$ cat config.mk
export PLATFORM = sky130hd
export DESIGN_NAME = wb_tag_pipe
export DESIGN_NICKNAME = d
export VERILOG_FILES = /design/src/rtl/pipe_pkg.sv /design/src/rtl/wb_tag_stage.sv /design/src/rtl/wb_tag_pipe.sv
export SDC_FILE = /design/constraint.sdc
export NUM_CORES = 1
export LEC_CHECK = 0
export BUFFER_PORTS_ARGS = -buffer_cell sky130_fd_sc_hd__buf_2
export CAP_MARGIN = 15
export CORE_ASPECT_RATIO = 1.1
export CORE_MARGIN = 2
export CORE_UTILIZATION = 28
export DETAILED_ROUTE_END_ITERATION = 12
export PLACE_DENSITY = 0.53
export SYNTH_ARGS = -nofsm -noshare
export SYNTH_HDL_FRONTEND = slang
export SYNTH_SLANG_ARGS = --single-unit
$ cat constraint.sdc
create_clock -name clk_i -period 4.9 [get_ports clk_i]
set_clock_uncertainty 0.1 [all_clocks]
set_input_delay 0.245 -clock clk_i [delete_from_list [all_inputs] [get_ports clk_i]]
set_output_delay 0.245 -clock clk_i [all_outputs]
set_load 0.05 [all_outputs]
$ cat src/rtl/pipe_pkg.sv
// Purpose: shared definitions for the write-back tag pipeline.
//   - Default register-address and stall-counter widths.
//   - The write-back tag layout {reg_write, mem_read, write_addr}.
//   - The bubble tag. It is all-zero, so any stage register that loads '0
//     holds a bubble.
// Ports: none (package).
package pipe_pkg;

  localparam int REG_AW_DFLT = 6;
  localparam int CNT_W_DFLT  = 16;

  typedef struct packed {
    logic                   reg_write;
    logic                   mem_read;
    logic [REG_AW_DFLT-1:0] write_addr;
  } tag_t;

  localparam tag_t BUBBLE_TAG = '{reg_write: 1'b0, mem_read: 1'b0, write_addr: '0};

endpackage

$ cat src/rtl/wb_tag_stage.sv
// Purpose: one pipeline tag register.
//   - Asynchronous active-low clear.
//   - Enable: when low, the register holds its contents.
//   - Bubble load: when enabled, loads the all-zero bubble encoding instead of d_i.
// Ports:
//   clk_i, rst_n_i  clock / async active-low reset
//   en_i            advance this stage (low = freeze)
//   bubble_i        load a bubble instead of d_i
//   d_i             next tag (packed fields)
//   q_o             registered tag
module wb_tag_stage
  import pipe_pkg::*;
#(
  parameter int W = $bits(tag_t)
) (
  input  logic         clk_i,
  input  logic         rst_n_i,
  input  logic         en_i,
  input  logic         bubble_i,
  input  logic [W-1:0] d_i,
  output logic [W-1:0] q_o
);

  logic [W-1:0] tag_q;
  logic [W-1:0] tag_d;

  always_comb begin
    tag_d = tag_q;
    if (en_i) begin
      tag_d = bubble_i ? '0 : d_i;
    end
  end

  always_ff @(posedge clk_i or negedge rst_n_i) begin
    if (!rst_n_i) begin
      tag_q <= '0;
    end else begin
      tag_q <= tag_d;
    end
  end

  assign q_o = tag_q;

endmodule

$ cat src/rtl/wb_tag_pipe.sv
// Purpose: carries destination tags and write-back controls through the
// ID/EX, EX/MEM and MEM/WB latches.
//   - Feeds the forward unit from these latches.
//   - Detects load-use hazards and inserts the bubble.
//   - Generates the PC and IF/ID hold signals.
//   - Counts load-use stall cycles with a saturating counter.
// Ports:
//   clk_i, rst_n_i          clock / async active-low reset
//   hold_i                  global freeze; every register keeps its value
//   flush_i                 discard the instruction in ID (bubble into ID/EX)
//   id_*_i                  ID-stage sources, destination and control flags
//   IDEX_RsAddr_o/RtAddr_o  ID/EX source addresses to the forward unit
//   EXMEM_WB_o/WriteAddr_o  EX/MEM RegWrite and destination
//   MEMWB_WB_o/WriteAddr_o  MEM/WB RegWrite and destination
//   PCWrite_o, IFIDWrite_o  0 = hold PC / IF-ID
//   hazard_o                load-use stall this cycle (combinational)
//   stall_cnt_o             saturating count of load-use stall edges
module wb_tag_pipe
  import pipe_pkg::*;
#(
  parameter int REG_AW = REG_AW_DFLT,
  parameter int CNT_W  = CNT_W_DFLT
) (
  input  logic              clk_i,
  input  logic              rst_n_i,
  input  logic              hold_i,
  input  logic              flush_i,
  input  logic [REG_AW-1:0] id_RsAddr_i,
  input  logic [REG_AW-1:0] id_RtAddr_i,
  input  logic [REG_AW-1:0] id_WriteAddr_i,
  input  logic              id_RegWrite_i,
  input  logic              id_MemRead_i,
  input  logic              id_UsesRt_i,
  output logic [REG_AW-1:0] IDEX_RsAddr_o,
  output logic [REG_AW-1:0] IDEX_RtAddr_o,
  output logic              EXMEM_WB_o,
  output logic [REG_AW-1:0] EXMEM_WriteAddr_o,
  output logic              MEMWB_WB_o,
  output logic [REG_AW-1:0] MEMWB_WriteAddr_o,
  output logic              PCWrite_o,
  output logic              IFIDWrite_o,
  output logic              hazard_o,
  output logic [CNT_W-1:0]  stall_cnt_o
);

  // ID/EX layout: {rs, rt, mem_read, reg_write, write_addr}.
  localparam int IDEX_W = 3 * REG_AW + 2;
  // MemRead only matters in ID/EX, where it drives the hazard check.
  // Past ID/EX it has no consumer, so later stages carry {reg_write, write_addr}.
  localparam int WB_W   = REG_AW + 1;

  logic              stage_en;
  logic [IDEX_W-1:0] idex_d;
  logic [IDEX_W-1:0] idex_q;
  logic [WB_W-1:0]   exmem_q;
  logic [WB_W-1:0]   memwb_q;

  logic              idex_mem_read;
  logic              idex_reg_write;
  logic [REG_AW-1:0] idex_write_addr;

  logic [CNT_W-1:0]  stall_cnt_q;
  logic [CNT_W-1:0]  stall_cnt_d;

  assign stage_en = ~hold_i;
  assign idex_d   = {id_RsAddr_i, id_RtAddr_i, id_MemRead_i, id_RegWrite_i, id_WriteAddr_i};

  assign {IDEX_RsAddr_o, IDEX_RtAddr_o, idex_mem_read, idex_reg_write, idex_write_addr} = idex_q;
  assign {EXMEM_WB_o, EXMEM_WriteAddr_o} = exmem_q;
  assign {MEMWB_WB_o, MEMWB_WriteAddr_o} = memwb_q;

  // Load-use hazard: the load in EX writes a register that the ID instruction
  // reads. Rt counts only when the ID instruction uses it. Destination 0 never stalls.
  assign hazard_o = idex_mem_read && (idex_write_addr != '0) &&
                    ((idex_write_addr == id_RsAddr_i) ||
                     (id_UsesRt_i && (idex_write_addr == id_RtAddr_i)));

  assign PCWrite_o   = ~(hazard_o | hold_i);
  assign IFIDWrite_o = ~(hazard_o | hold_i);

  wb_tag_stage #(.W(IDEX_W)) u_idex (
    .clk_i    (clk_i),
    .rst_n_i  (rst_n_i),
    .en_i     (stage_en),
    .bubble_i (hazard_o | flush_i),
    .d_i      (idex_d),
    .q_o      (idex_q)
  );

  wb_tag_stage #(.W(WB_W)) u_exmem (
    .clk_i    (clk_i),
    .rst_n_i  (rst_n_i),
    .en_i     (stage_en),
    .bubble_i (1'b0),
    .d_i      ({idex_reg_write, idex_write_addr}),
    .q_o      (exmem_q)
  );

  wb_tag_stage #(.W(WB_W)) u_memwb (
    .clk_i    (clk_i),
    .rst_n_i  (rst_n_i),
    .en_i     (stage_en),
    .bubble_i (1'b0),
    .d_i      (exmem_q),
    .q_o      (memwb_q)
  );

  always_comb begin
    stall_cnt_d = stall_cnt_q;
    if (hazard_o && !hold_i && (stall_cnt_q != '1)) begin
      stall_cnt_d = stall_cnt_q + 1'b1;
    end
  end

  always_ff @(posedge clk_i or negedge rst_n_i) begin
    if (!rst_n_i) begin
      stall_cnt_q <= '0;
    end else begin
      stall_cnt_q <= stall_cnt_d;
    end
  end

  assign stall_cnt_o = stall_cnt_q;

endmodule

* Word level (Yosys, flattened, before mapping)
Index checks and enable logic that the tools add are counted.
** Storage, ports and cells
- Flip-flop bits (word level) :: 50
- Bits of input ports :: 25
- Output and inout bits :: 45
- Word-level logic and storage cells :: 20
** Cells by class
- Add/subtract/negate cells :: 1
- Equality and inequality tests :: 3
- Mux-type cells :: 1
- Bitwise operators :: 3
- Reductions and logical operators :: 8
** Operators with widths (number)
- $mux W20 :: 1
- $add A16 B1 Y16 const B :: 1
- $ne A16 B16 Y1 const B :: 1
- $eq A6 B6 Y1 :: 2
- $reduce_bool A6 Y1 :: 1
- $logic_and A1 B1 Y1 :: 5
- $or A1 B1 Y1 :: 2
- $logic_not A1 Y1 :: 1
- $logic_or A1 B1 Y1 :: 1
- $not A1 Y1 :: 1

* Logic depth before layout (Yosys ltp)
Gate-level depths: netlist of the first run.
- Word-level depth :: 6
- Depth in mapped cells :: 7
- Gate-level depth less buffers :: 6

* Hierarchy
A second synthesis of the first run with hierarchy kept.
** Unflattened totals
- Cells, all modules :: 258
- Area, all modules :: 2576.2 µm²
** By module, submodules not included
- wb_tag_pipe :: times used 1, cells an instance 114, area an instance 1114.8 µm², sequential area each 400.4 µm²
- wb_tag_stage at u_idex :: times used 1, cells an instance 86, area an instance 860.8 µm², sequential area each 500.5 µm²
- wb_tag_stage at u_exmem ... :: times used 2, cells an instance 29, area an instance 300.3 µm², sequential area each 175.2 µm²

* Worst setup path after synthesis of the first run
OpenSTA, ideal clock, no wires.
- Path kind :: flip-flop to output port
- Start point :: register u_idex.tag_q[0], in the netlist u_idex.q_o[0]
- End point :: output port PCWrite_o
- Data arrival time :: 2.632 ns
- Required time :: 4.555 ns
- Setup slack :: 1.923 ns
- Stages on the path, launching flop included :: 7
- Path buffers :: 1
- Path through :: dfrtp_1 -> or4_4 -> o31ai_4 -> nand2b_1 -> inv_2 -> nor2_1 -> buf_4
** On the way
- Cells in the longest elaborated chain, start to end :: 6
- Elaborated cells between the ends (all ways) :: 9
- Those cells by class :: 2 x eq/ne; 2 x bitwise; 5 x reduce/logical
** RTL lines
- from (decl) :: RTL line wb_tag_stage.sv:24 : logic [W-1:0] tag_q;
- from (signal assigned) :: RTL line wb_tag_stage.sv:38 : tag_q <= tag_d;
- $eq A6 B6 Y1 :: RTL line wb_tag_pipe.sv:76 : (id_UsesRt_i && (idex_write_addr == id_RtAddr_i)));
- $logic_and A1 B1 Y1 :: RTL line wb_tag_pipe.sv:76
- $logic_or A1 B1 Y1 :: RTL line wb_tag_pipe.sv:75 : ((idex_write_addr == id_RsAddr_i) ||
- $logic_and A1 B1 Y1 * :: RTL line wb_tag_pipe.sv:74 : assign hazard_o = idex_mem_read && (idex_write_addr != '0) &&
- named net hazard_o :: RTL line wb_tag_pipe.sv:42 : output logic hazard_o,
- $or A1 B1 Y1 *
- $not A1 Y1 *
- to (decl) :: RTL line wb_tag_pipe.sv:40 : output logic PCWrite_o,
The timed path passes the listed nets; every way through them passes the cells marked *.

* Worst setup path in the final report of the first run
- Start point :: register u_idex.tag_q[0], in the netlist u_idex.q_o[0]
- End point :: output port IFIDWrite_o
** On the way
- Cells in the longest elaborated chain, start to end :: 6
- Elaborated cells between the ends (all ways) :: 9
- Those cells by class :: 2 x eq/ne; 2 x bitwise; 5 x reduce/logical
** RTL lines
- $eq A6 B6 Y1 :: RTL line wb_tag_pipe.sv:76
- $logic_and A1 B1 Y1 :: RTL line wb_tag_pipe.sv:76
- $logic_or A1 B1 Y1 :: RTL line wb_tag_pipe.sv:75
- $logic_and A1 B1 Y1 * :: RTL line wb_tag_pipe.sv:74
- $or A1 B1 Y1 * :: RTL line wb_tag_pipe.sv:79 : assign IFIDWrite_o = ~(hazard_o | hold_i);
- $not A1 Y1 * :: RTL line wb_tag_pipe.sv:79
- to (decl) :: RTL line wb_tag_pipe.sv:41 : output logic IFIDWrite_o,
Every way passes the cells marked *; elsewhere a longest branch is shown, timed or not.

==> results of run 1 <==
## synth_stat cells (all sizes together), types with 3 or more instances
cell type	n
dfrtp	50
xnor2	26
buf	17
mux2	15
nand2	13
a32o	12
nand4	11
inv	10
nand3	10
nor2	9
o41ai	8
clkbuf	5
nand4b	3
## final timing paths
kind / start / slack, ns / to
worst max-delay path: u_idex.q_o[0] / 1.80 / IFIDWrite_o
worst min-delay path: id_WriteAddr_i[2] / 0.07 / u_idex.q_o[2]
worst max register to register: u_idex.q_o[0] / 2.45 / u_idex.q_o[1]
worst min register to register: u_idex.q_o[16] / 0.40 / u_idex.q_o[16]
max in group asynchronous: rst_n_i / 3.78 / stall_cnt_o[5]
min in group asynchronous: rst_n_i / 0.46 / u_idex.q_o[9]
## layout make-up
type	instances	area [sq um]	area share (%)
Clock buffer	5	68.82	2.345
Clock inverter	3	48.80	1.663
Inverter	10	37.54	1.279
Multi-Input combinational cell	122	1018	34.71
Sequential cell	50	1251	42.64
Tap cell	111	138.9	4.733
Timing Repair Buffer	72	370.4	12.62
## power by group through the flow
stage	Combinational, mW	Sequential [mW]	Clock (mW)
finish	0.210	0.466	0.308
global route	0.224	0.471	0.343
CTS	0.214	0.467	0.320
detailed placement	0.213	0.474	0
global placement	0.212	0.474	0
floorplan	0.107	0.529	0
## per-layer routing
layer | up-vias | wire, um | track usage [%]
met5 | - | 0 | 0
met4 | 0 | 23 | 2.036
met2 | 57 | 2686 | 19.96
li1 | 834 | - | -
met1 | 870 | 2462 | 16.67
met3 | 3 | 378 | 4.056
## critical path: cells and delay by family (launching register included)
family / cells / cell delay [ns]
buffers and inverters: 2 / 0.53
AOI/OAI and AO/OA: 1 / 0.23
and+or+nand+nor: 3 / 1.21
DFF: 1 / 0.46
## state kept, by name (all words and copies together) (netlist names)
name and flops:
u_memwb.q_o 7, stall_cnt_o 16, u_exmem.q_o 7, u_idex.q_o 20
## stage by stage
stage	util [%]	setup WS, ns	hold WS (ns)	cell area (sq um)
6_report	34.90	1.804	0.06921	2934
5_1_grt	34.90	1.557	0.06163	2934
4_1_cts	34.90	1.762	0.06239	2934
3_5_place_dp	33.38	2.120	0.3050	2806
3_3_place_gp	33.38	2.192	0.2994	2806
2_1_floorplan	-	1.923	-0.1506	2444
## kinds of logic after synthesis
group | Yosys count | share of synthesized area, %
and+or+nand+nor | 56 | 12.70
DFF | 50 | 51.20
buffers and inverters | 32 | 7.117
xor gates and xnor gates | 27 | 9.678
AOI/OAI and AO/OA | 23 | 11.73
muxes | 15 | 7.066
adders and majority gates | 1 | 0.5120
## timing repair
| action | in CTS | in global routing |
|---|---|---|
| hold buffers | 1 | 0 |
| endpoints found under the setup margin | 0 | 0 |
| resized for setup | 0 | 0 |
| endpoints found under the hold margin | 50 | 0 |
==> impl_results.md, run 1 <==
* Outcome: finished, final reports clean
* Seq cells post-synth at 50
* CORE AREA at 0.008408 sq mm
* Post-Synthesis Cells at 204
* Cell count of the worst hold path at 3
* RSZ-0062 raised after global routing: no
* Num ports at 70
* Hold WC Path Type: in -> reg
* Critical path fanouts, max at 13
* PortBufs at 69
* Slew Limit Fails at 0
* Average size of a mapped cell at 11.98 sq um
* Starting DRC count in detailed routing at 44
* Synthesized Nets at 230
* Asr flop ratio synth at 100.0%
* Clock transition at path regs at 0.11 ns
* Worst skew pair latency at 0.32 ns
* Gr usage total at 12.38%
* GP Congestion at 0.7266
* Post-synth EDFFs at 0
* Req. time, crit path at 4.55 ns
* Largest stage delay on the critical path at 0.57 ns
* Postcts setup bufs at 0
* Synth area leader: dfrtp_1
* Cell leakage power at 1.405 nW
* Detailed placer's ending HPWL at 3905 um
* Initial Util at 29.06%
* Fin cells at 373
* Leading cell type in the layout, fill and taps excluded: buf_2
* Largest net degree at the start of global routing at 51
* DRC violations left at 0
* Most frequent cells in the layout: buf_2, dfrtp_1, xnor2_1
* Final antenna-violating net count at 0
* Vias in the first global route at 1786
* Area contributors post-synth: dfrtp_1, xnor2_1, mux2_2, o41ai_2, a32o_1
* Dpl cells at 364
* # fillers at 867
* Clock sinks at 50
* TNS Setup at 0 ns
* Post-DR wirelength/cell at 14.88 um
* Fin crit share at 63.18%
* Total number of vias at 1764
* H-tree depth at 2
* Net count, final at 287
* Post-layout min period at 3.096 ns
* Critical path endpoint category: primary output
* Synthesis warning total at 0
* VDD IR max at 0.1943 mV
* Via density at 4.729
* Slowest-stage cell, CP: or4_4
* Cell area after synthesis at 0.002444 sq mm
* Slew @ Worst Pin at 1.006 ns
* Sequential Power Share at 47.3%
* Bufs on Longest Clock Path at 2
* Seq/Total Area, Yosys at 51.20%
* Final hold vios at 0
* CTS tree: built
* CTS Buf Count at 5
* Psw at 0.3229 mW
* Clock power share at 31.3%
* Drt total wl at 5550 um
* Cell variety after synth at 33
* Worst reg2reg path depth at 5
* First-pass GRT wire length at 9246 um
* Grt total ovfl at 0
* Final setup vio count at 0
* Rel. slew slack at 32.92%
* Yosys top cell area share at 51.20%
* Comb pwr share at 21.4%
* F_max at 323.0 MHz
* DR pass1 iterations at 4
* Worst EP arrival at 2.75 ns
* FP Rows at 35
* Design Power at 0.9844 mW
* Ant. Diodes at 0
* DIE WIDTH at 93.07 um
* Initial antenna violation count at 0
* Startpoint Class: register
* WS Path Type: reg -> out
* Share of cells above drive strength 1 at 40.84%
* Root buffer cell: clkbuf_8
* Top_reg_cell synth: dfrtp_1
* Net Sw Frac at 32.81%
* Pwr/cell area at 335.5 mW/mm^2
* Vert. Die Dim at 102.0 um
* # Max-Cap Violations at 0
* Internal power at 0.6614 mW
* Die area at 0.009491 sq mm
* Critical path cell sequence: or4_4 > o31ai_4 > nand2b_1 > inv_2 > nor2_1 > buf_2
* Area Growth Syn to Fin at 20.07%
Note: power is estimated with default switching activity, not from simulation.
==> run 2, diff against run 1 <==
ABC_AREA = 1   (was unset)
PLACE_DENSITY = 0.54   (was 0.53)
clock period = 2.7 ns   (was 4.9 ns; I/O delays follow)
==> impl_results.md, run 2 <==
* RR Endpoint: stall_cnt_o[8] (was u_idex.q_o[1])
* Starting DRC count in detailed routing at 115 (was 44)
* DIE WIDTH at 98.15 um (was 93.07 um)
* CTS tree: built (unchanged)
* Share of cells above drive strength 1 at 23.31% (was 40.84%)
* Total number of vias at 2399 (was 1764)
* Hold WC Path Type: in -> reg (unchanged)
* Vias in the first global route at 2263 (was 1786)
* WS Path Type: reg -> out (unchanged)
* Detailed placer's ending HPWL at 5020 um (was 3905 um)
* Comb pwr share at 22.5% (was 21.4%)
* Ant. Diodes at 0 (unchanged)
* DRC violations left at 0 (unchanged)
* Most frequent cells after synthesis: nand2_1, dfrtp_1, inv_1, o21ai_1, nand4_1 (was dfrtp_1, xnor2_1, buf_4, mux2_2, nand2_1)
* WHS at 0.02669 ns (was 0.06921 ns)
* Startpoint Class: register (unchanged)
* Top_reg_cell synth: dfrtp_1 (unchanged)
* Grt total ovfl at 0 (unchanged)
* Synthesis warning total at 0 (unchanged)
* Post-Synthesis Cells at 353 (was 204)
* Synth area leader: dfrtp_1 (unchanged)
* Max reg flops at 20 (unchanged)
* Sequential Power Share at 49.3% (was 47.3%)
* Leading cell type in the layout, fill and taps excluded: nand2_1 (was buf_2)
* Post-DR wirelength/cell at 12.34 um (was 14.88 um)
* FP Rows at 37 (was 35)
* Largest net degree at the start of global routing at 41 (was 51)
* H-tree depth at 2 (unchanged)
* Net Sw Frac at 34.28% (was 32.81%)
* Internal power at 1.114 mW (was 0.6614 mW)
* Area Growth Syn to Fin at 24.01% (was 20.07%)
* Area contributors post-synth: dfrtp_1, nand2_1, nand4_1, buf_4, o21ai_1 (was dfrtp_1, xnor2_1, mux2_2, o41ai_2, a32o_1)
* Synthesized Nets at 379 (was 230)
* Final hold vios at 0 (unchanged)
* Clock sinks at 50 (unchanged)
* Cell variety after synth at 27 (was 33)
* Psw at 0.5811 mW (was 0.3229 mW)
* GP Congestion at 0.8667 (was 0.7266)
* Req. time, crit path at 2.47 ns (was 4.55 ns)
* Net count, final at 454 (was 287)
* VDD IR max at 0.1860 mV (was 0.1943 mV)
* Seq cells post-synth at 50 (unchanged)
* DR pass1 iterations at 6 (was 4)
* Die area at 0.01056 sq mm (was 0.009491 sq mm)
* Final Util at 35.85% (was 34.90%)
* Seq/Total Area, Yosys at 45.83% (was 51.20%)
* Critical path fanouts, max at 17 (was 13)
* Clock power share at 28.1% (was 31.3%)
* Post-layout min period at 2.218 ns
* Outcome: finished, final reports clean (unchanged)
* Initial Util at 28.91% (was 29.06%)
* Via density at 4.394 (was 4.729)
* R2r startpoint: stall_cnt_o[0] (was u_idex.q_o[0])
* Num ports at 70 (unchanged)
* Critical path endpoint category: primary output (unchanged)
* Drt total wl at 6735 um (was 5550 um)
* Yosys top cell area share at 45.83% (was 51.20%)
* CP endpoint: hazard_o (was IFIDWrite_o)
* First-pass GRT wire length at 11320 um (was 9246 um)
* Cell area after synthesis at 0.002730 sq mm (was 0.002444 sq mm)
* Met1 usage at 17.62% (was 16.67%)
* Post-CTS Resized at 0 (unchanged)
* RSZ-0062 raised after global routing: no (unchanged)
* PortBufs at 69 (unchanged)
* Pwr/cell area at 500.7 mW/mm^2 (was 335.5 mW/mm^2)
* Clock transition at path regs at 0.10 ns (was 0.11 ns)
* Postcts setup bufs at 0 (unchanged)
* Cell leakage power at 1.799 nW (was 1.405 nW)
* Post-synth EDFFs at 0 (unchanged)
* # fillers at 1025 (was 867)
* Rel. slew slack at 62.38% (was 32.92%)
* Average size of a mapped cell at 7.734 sq um (was 11.98 sq um)
* Most frequent cells in the layout: nand2_1, buf_2, dfrtp_1 (was buf_2, dfrtp_1, xnor2_1)
* Met3 usage in global routing at 2.597% (was 4.056%)
* Fin crit share at 82.16%
* Global-route met2 utilization at 21.33% (was 19.96%)
* Slew Limit Fails at 0 (unchanged)
* TNS Setup at 0 ns (unchanged)
* Root buffer cell: clkbuf_8 (unchanged)
* Slew @ Worst Pin at 0.5643 ns (was 1.006 ns)
* Asr flop ratio synth at 100.0% (unchanged)
* Final antenna-violating net count at 0 (unchanged)
* # Max-Cap Violations at 0 (unchanged)
* Gr usage total at 13.15% (was 12.38%)
* R2r setup slk at 0.77 ns (was 2.45 ns)
* Bufs on Longest Clock Path at 2 (unchanged)
* Worst setup startpoint: u_idex.q_o[5] (was u_idex.q_o[0])
* F_max at 450.8 MHz
* Vert. Die Dim at 107.6 um (was 102.0 um)
* Design Power at 1.695 mW (was 0.9844 mW)
* Top-count cell post-synth: nand2_1 (was dfrtp_1)
* Worst reg2reg path depth at 7 (was 5)
* Initial antenna violation count at 0 (unchanged)
* CTS Buf Count at 5 (unchanged)
* Worst skew pair latency at 0.31 ns (was 0.32 ns)
* Grt peak-use layer: met2 (unchanged)
* CORE AREA at 0.009444 sq mm (was 0.008408 sq mm)
* Final setup vio count at 0 (unchanged)
* Worst EP arrival at 1.98 ns (was 2.75 ns)
[run 2: cell count changes after synthesis, moves of 8 or more]
cell	delta
xnor2_1	-20
nand2_1	+133
nand4_1	+8
a32o_1	-12
o21ai_1	+20
nor2_1	+8
o41ai_2	-8
mux2_2	-14
inv_1	+14
o21ai_0	+8
[run 2: cell type report]
cell class / instances / area (sq um) / share of cell area (%)
flip-flops and latches: 50 / 1251 / 36.95
multi-input cells: 246 / 1190 / 35.14
clock inverters: 2 / 16.27 / 0.4804
repair buffers: 94 / 583.1 / 17.22
well taps: 117 / 146.4 / 4.324
clock buffers: 6 / 82.58 / 2.439
inverters: 31 / 116.4 / 3.437
[run 2: cells by family after synthesis]
kind of cell / count (synthesis) / share of synthesized area (%)
and+or+nand+nor: 200 / 32.40
buffers and inverters: 57 / 10.59
DFF: 50 / 45.83
AOI/OAI and AO/OA: 31 / 6.233
xor gates and xnor gates: 14 / 4.491
adders and majority gates: 1 / 0.4582
[run 2: what timing repair did]
item                                   4_1_cts  5_1_grt
hold buffers                                20        0
endpoints found under the hold margin       43        0
setup endpoints to repair                    0        0
[run 2: per-layer routing]
layer	vias up	routed length, um
li1	1249	-
met1	1080	3195
met2	57	3146
met3	13	262
met4	0	130
met5	-	0
[run 2: power groups by stage]
stage               registers (mW)  clock network [mW]  logic [mW]
floorplan                    0.936                   0       0.186
global placement             0.850                   0       0.362
detailed placement           0.852                   0       0.363
CTS                          0.837               0.497       0.386
global route                 0.845               0.528       0.417
finish                       0.836               0.477       0.382
[run 2: worst max-delay path: stages, from the launching register on]
cell	delay [ns]
dfrtp_1	0.44
inv_1	0.11
nand2_1	0.07
nand2_1	0.05
nor2_1	0.11
nand3_2	0.13
a21oi_4	0.41
buf_2	0.35
[run 2: worst min-delay path by stage]
| stage | startpoint | to | slack, ns | cells after the start |
|---|---|---|---|---|
| floorplan | rst_n_i | stall_cnt_o[0] | -0.26 | 0 |
| global placement | rst_n_i | u_idex.q_o[8] | 0.06 | 1 |
| detailed placement | rst_n_i | u_idex.q_o[8] | 0.06 | 1 |
| CTS | id_RsAddr_i[4] | u_idex.q_o[18] | 0.02 | 3 |
| global route | id_RsAddr_i[4] | u_idex.q_o[18] | 0.01 | 3 |
| finish | id_RsAddr_i[4] | u_idex.q_o[18] | 0.03 | 3 |
[run 2: through the flow]
step / setup slack, ns / instance area [sq um] / std cells
final: 0.4817 / 3386 / 546
after global placement: 0.8276 / 3087 / 518
after global routing: 0.2973 / 3386 / 546
after detailed placement: 0.7667 / 3087 / 518
after floorplan: 0.6527 / 2730 / 353
after CTS: 0.4482 / 3386 / 546
==> run 3, diff against run 2 <==
PLACE_DENSITY = 0.53   (was 0.54)
clock period = 2.12 ns   (was 2.7 ns; I/O delays follow)
==> impl_results.md, run 3 (same netlist as run 2, synthesis figures left out) <==
* Vert. Die Dim at 107.6 um (unchanged)
* Worst EP arrival at 1.82 ns (was 1.98 ns)
* CTS Buf Count at 5 (unchanged)
* RSZ-0062 raised after global routing: yes (was no)
* Share of cells above drive strength 1 at 23.84% (was 23.31%)
* # Max-Cap Violations at 0 (unchanged)
* Psw at 0.7207 mW (was 0.5811 mW)
* Post-DR wirelength/cell at 12.50 um (was 12.34 um)
* Initial antenna violation count at 0 (unchanged)
* Detailed placer's ending HPWL at 5054 um (was 5020 um)
* Fin crit share at 95.61%
* Startpoint Class: register (unchanged)
* CORE AREA at 0.009444 sq mm (unchanged)
* Starting DRC count in detailed routing at 123 (was 115)
* Die area at 0.01056 sq mm (unchanged)
* Slew @ Worst Pin at 0.5515 ns (was 0.5643 ns)
* Most frequent cells in the layout: nand2_1, buf_2, dfrtp_1 (unchanged)
* Outcome: finished, final reports clean (unchanged)
* Num ports at 70 (unchanged)
* Final WS setup at 0.09297 ns (was 0.4817 ns)
* Final setup vio count at 0 (unchanged)
* Slew Limit Fails at 0 (unchanged)
* DR top layer: met4 (unchanged)
* Net Sw Frac at 34.30% (was 34.28%)
* GP Congestion at 0.8701 (was 0.8667)
* # fillers at 1015 (was 1025)
* Multi-input gate area at 0.001190 sq mm (unchanged)
* Gr usage total at 13.01% (was 13.15%)
* Met3 WL post-DR at 241 um (was 262 um)
* Comb pwr share at 23.5% (was 22.5%)
* Worst setup timing slack at the placement stage at 0.1712 ns (was 0.7667 ns)
* Largest net degree at the start of global routing at 41 (unchanged)
* DR pass1 iterations at 4 (was 6)
* Critical path fanouts, max at 5 (was 17)
* Req. time, crit path at 1.91 ns (was 2.47 ns)
* VDD IR max at 0.2973 mV (was 0.1860 mV)
* Cell leakage power at 1.806 nW (was 1.799 nW)
* Bufs on Longest Clock Path at 2 (unchanged)
* Post-layout min period at 2.027 ns
* WS Path Type: reg -> out (unchanged)
* Clock sinks at 50 (unchanged)
* Ant. Diodes at 0 (unchanged)
* Max reg flops at 20 (unchanged)
* Clock power share at 25.8% (was 28.1%)
* DIE WIDTH at 98.15 um (unchanged)
* Final Util at 36.23% (was 35.85%)
* Register Area at 0.001252 sq mm (was 0.001251 sq mm)
* R2r setup slk at 0.18 ns (was 0.77 ns)
* Grt total ovfl at 0 (unchanged)
* Via density at 4.499 (was 4.394)
* Area Growth Syn to Fin at 25.34% (was 24.01%)
* CTS tree: built (unchanged)
* Sequential Power Share at 50.7% (was 49.3%)
* Root buffer cell: clkbuf_8 (unchanged)
* F_max at 493.3 MHz
* Hold WC Path Type: in -> reg (unchanged)
* H-tree depth at 2 (unchanged)
* Critical path endpoint category: primary output (unchanged)
* PortBufs at 69 (unchanged)
* FP Rows at 37 (unchanged)
* First-pass GRT wire length at 11170 um (was 11320 um)
* Final antenna-violating net count at 0 (unchanged)
* Total number of vias at 2470 (was 2399)
* Drt total wl at 6864 um (was 6735 um)
* Clock transition at path regs at 0.10 ns (about the same)
* Internal power at 1.381 mW (was 1.114 mW)
* Met2 WL at 3189 um (was 3146 um)
* Worst skew pair latency at 0.31 ns (about the same)
* Net count, final at 458 (was 454)
* Pwr/cell area at 614.1 mW/mm^2 (was 500.7 mW/mm^2)
* Vias in the first global route at 2330 (was 2263)
* Routed metal-1 wire length at 3253 um (was 3195 um)
* Initial Util at 28.91% (unchanged)
* DRC violations left at 0 (unchanged)
* Rel. slew slack at 63.19% (was 62.38%)
* Leading cell type in the layout, fill and taps excluded: nand2_1 (unchanged)
* Final hold vios at 0 (unchanged)
run 3: metrics by stage:
stage / cells / power [mW] / setup TNS [ns] / area, sq um / hold WS [ns]
after global placement: 520 / 1.547 / 0 / 3114 / 0.01457
final: 549 / 2.101 / 0 / 3422 / 0.1546
after detailed placement: 520 / 1.551 / 0 / 3114 / 0.01503
after global routing: 549 / 2.212 / -0.03233 / 3422 / 0.1846
after CTS: 549 / 2.137 / 0 / 3416 / 0.1493
after floorplan: 353 / 1.429 / 0 / 2730 / -0.2896
run 3: what timing repair did:
| action | 4_1_cts | 5_1_grt |
|---|---|---|
| hold buffers | 21 | 0 |
| gates resized for setup | 0 | 3 |
| pin swaps | 1 | 1 |
| gates cloned | 0 | 0 |
| endpoints found under the setup margin | 1 | 4 |
| endpoints found under the hold margin | 40 | 0 |
| buffers inserted | 1 | 0 |
run 3: power groups by stage:
| stage | combinational, mW | sequential, mW | clock [mW] |
|---|---|---|---|
| 6_report | 0.493 | 1.07 | 0.543 |
| 5_1_grt | 0.535 | 1.08 | 0.601 |
| 4_1_cts | 0.497 | 1.07 | 0.574 |
| 3_5_place_dp | 0.466 | 1.08 | 0 |
| 3_3_place_gp | 0.464 | 1.08 | 0 |
| 2_1_floorplan | 0.237 | 1.19 | 0 |
run 3: path summary, 6_finish.rpt:
kind                                startpoint               to  cells past startpoint
worst min-delay path                    hold_i   u_memwb.q_o[1]                      4
worst max register to register  stall_cnt_o[0]  stall_cnt_o[14]                      7
worst min register to register  u_memwb.q_o[2]   u_memwb.q_o[2]                      2
worst max-delay path             u_idex.q_o[0]      IFIDWrite_o                     12
min in group asynchronous              rst_n_i   u_idex.q_o[14]                      2
max in group asynchronous              rst_n_i   stall_cnt_o[2]                      3
run 3: area by class of cell:
cell class	instances	share of cell area [%]
clock buffers	5	2.011
clock inverters	2	0.4388
inverters	31	3.400
multi-input cells	246	34.77
flip-flops and latches	50	36.60
well taps	117	4.278
repair buffers	98	18.50
run 3: routing by layer:
metal  GRT usage [%]  vias up
met2           21.23       56
met5               0        -
met4           5.284        0
li1                -     1266
met1           17.10     1134
met3           2.338       14
run 3: worst max-delay path, stage by stage (launching register included):
cell and delay [ns]:
dfrtp_2 0.45, inv_1 0.13, nand2_1 0.06, nand2_1 0.08, inv_2 0.03, nand2_1 0.06, nor2_2 0.04, nand2_2 0.10
nand2_2 0.09, nand2_1 0.07, nand2_1 0.10, inv_2 0.09, clkbuf_4 0.22
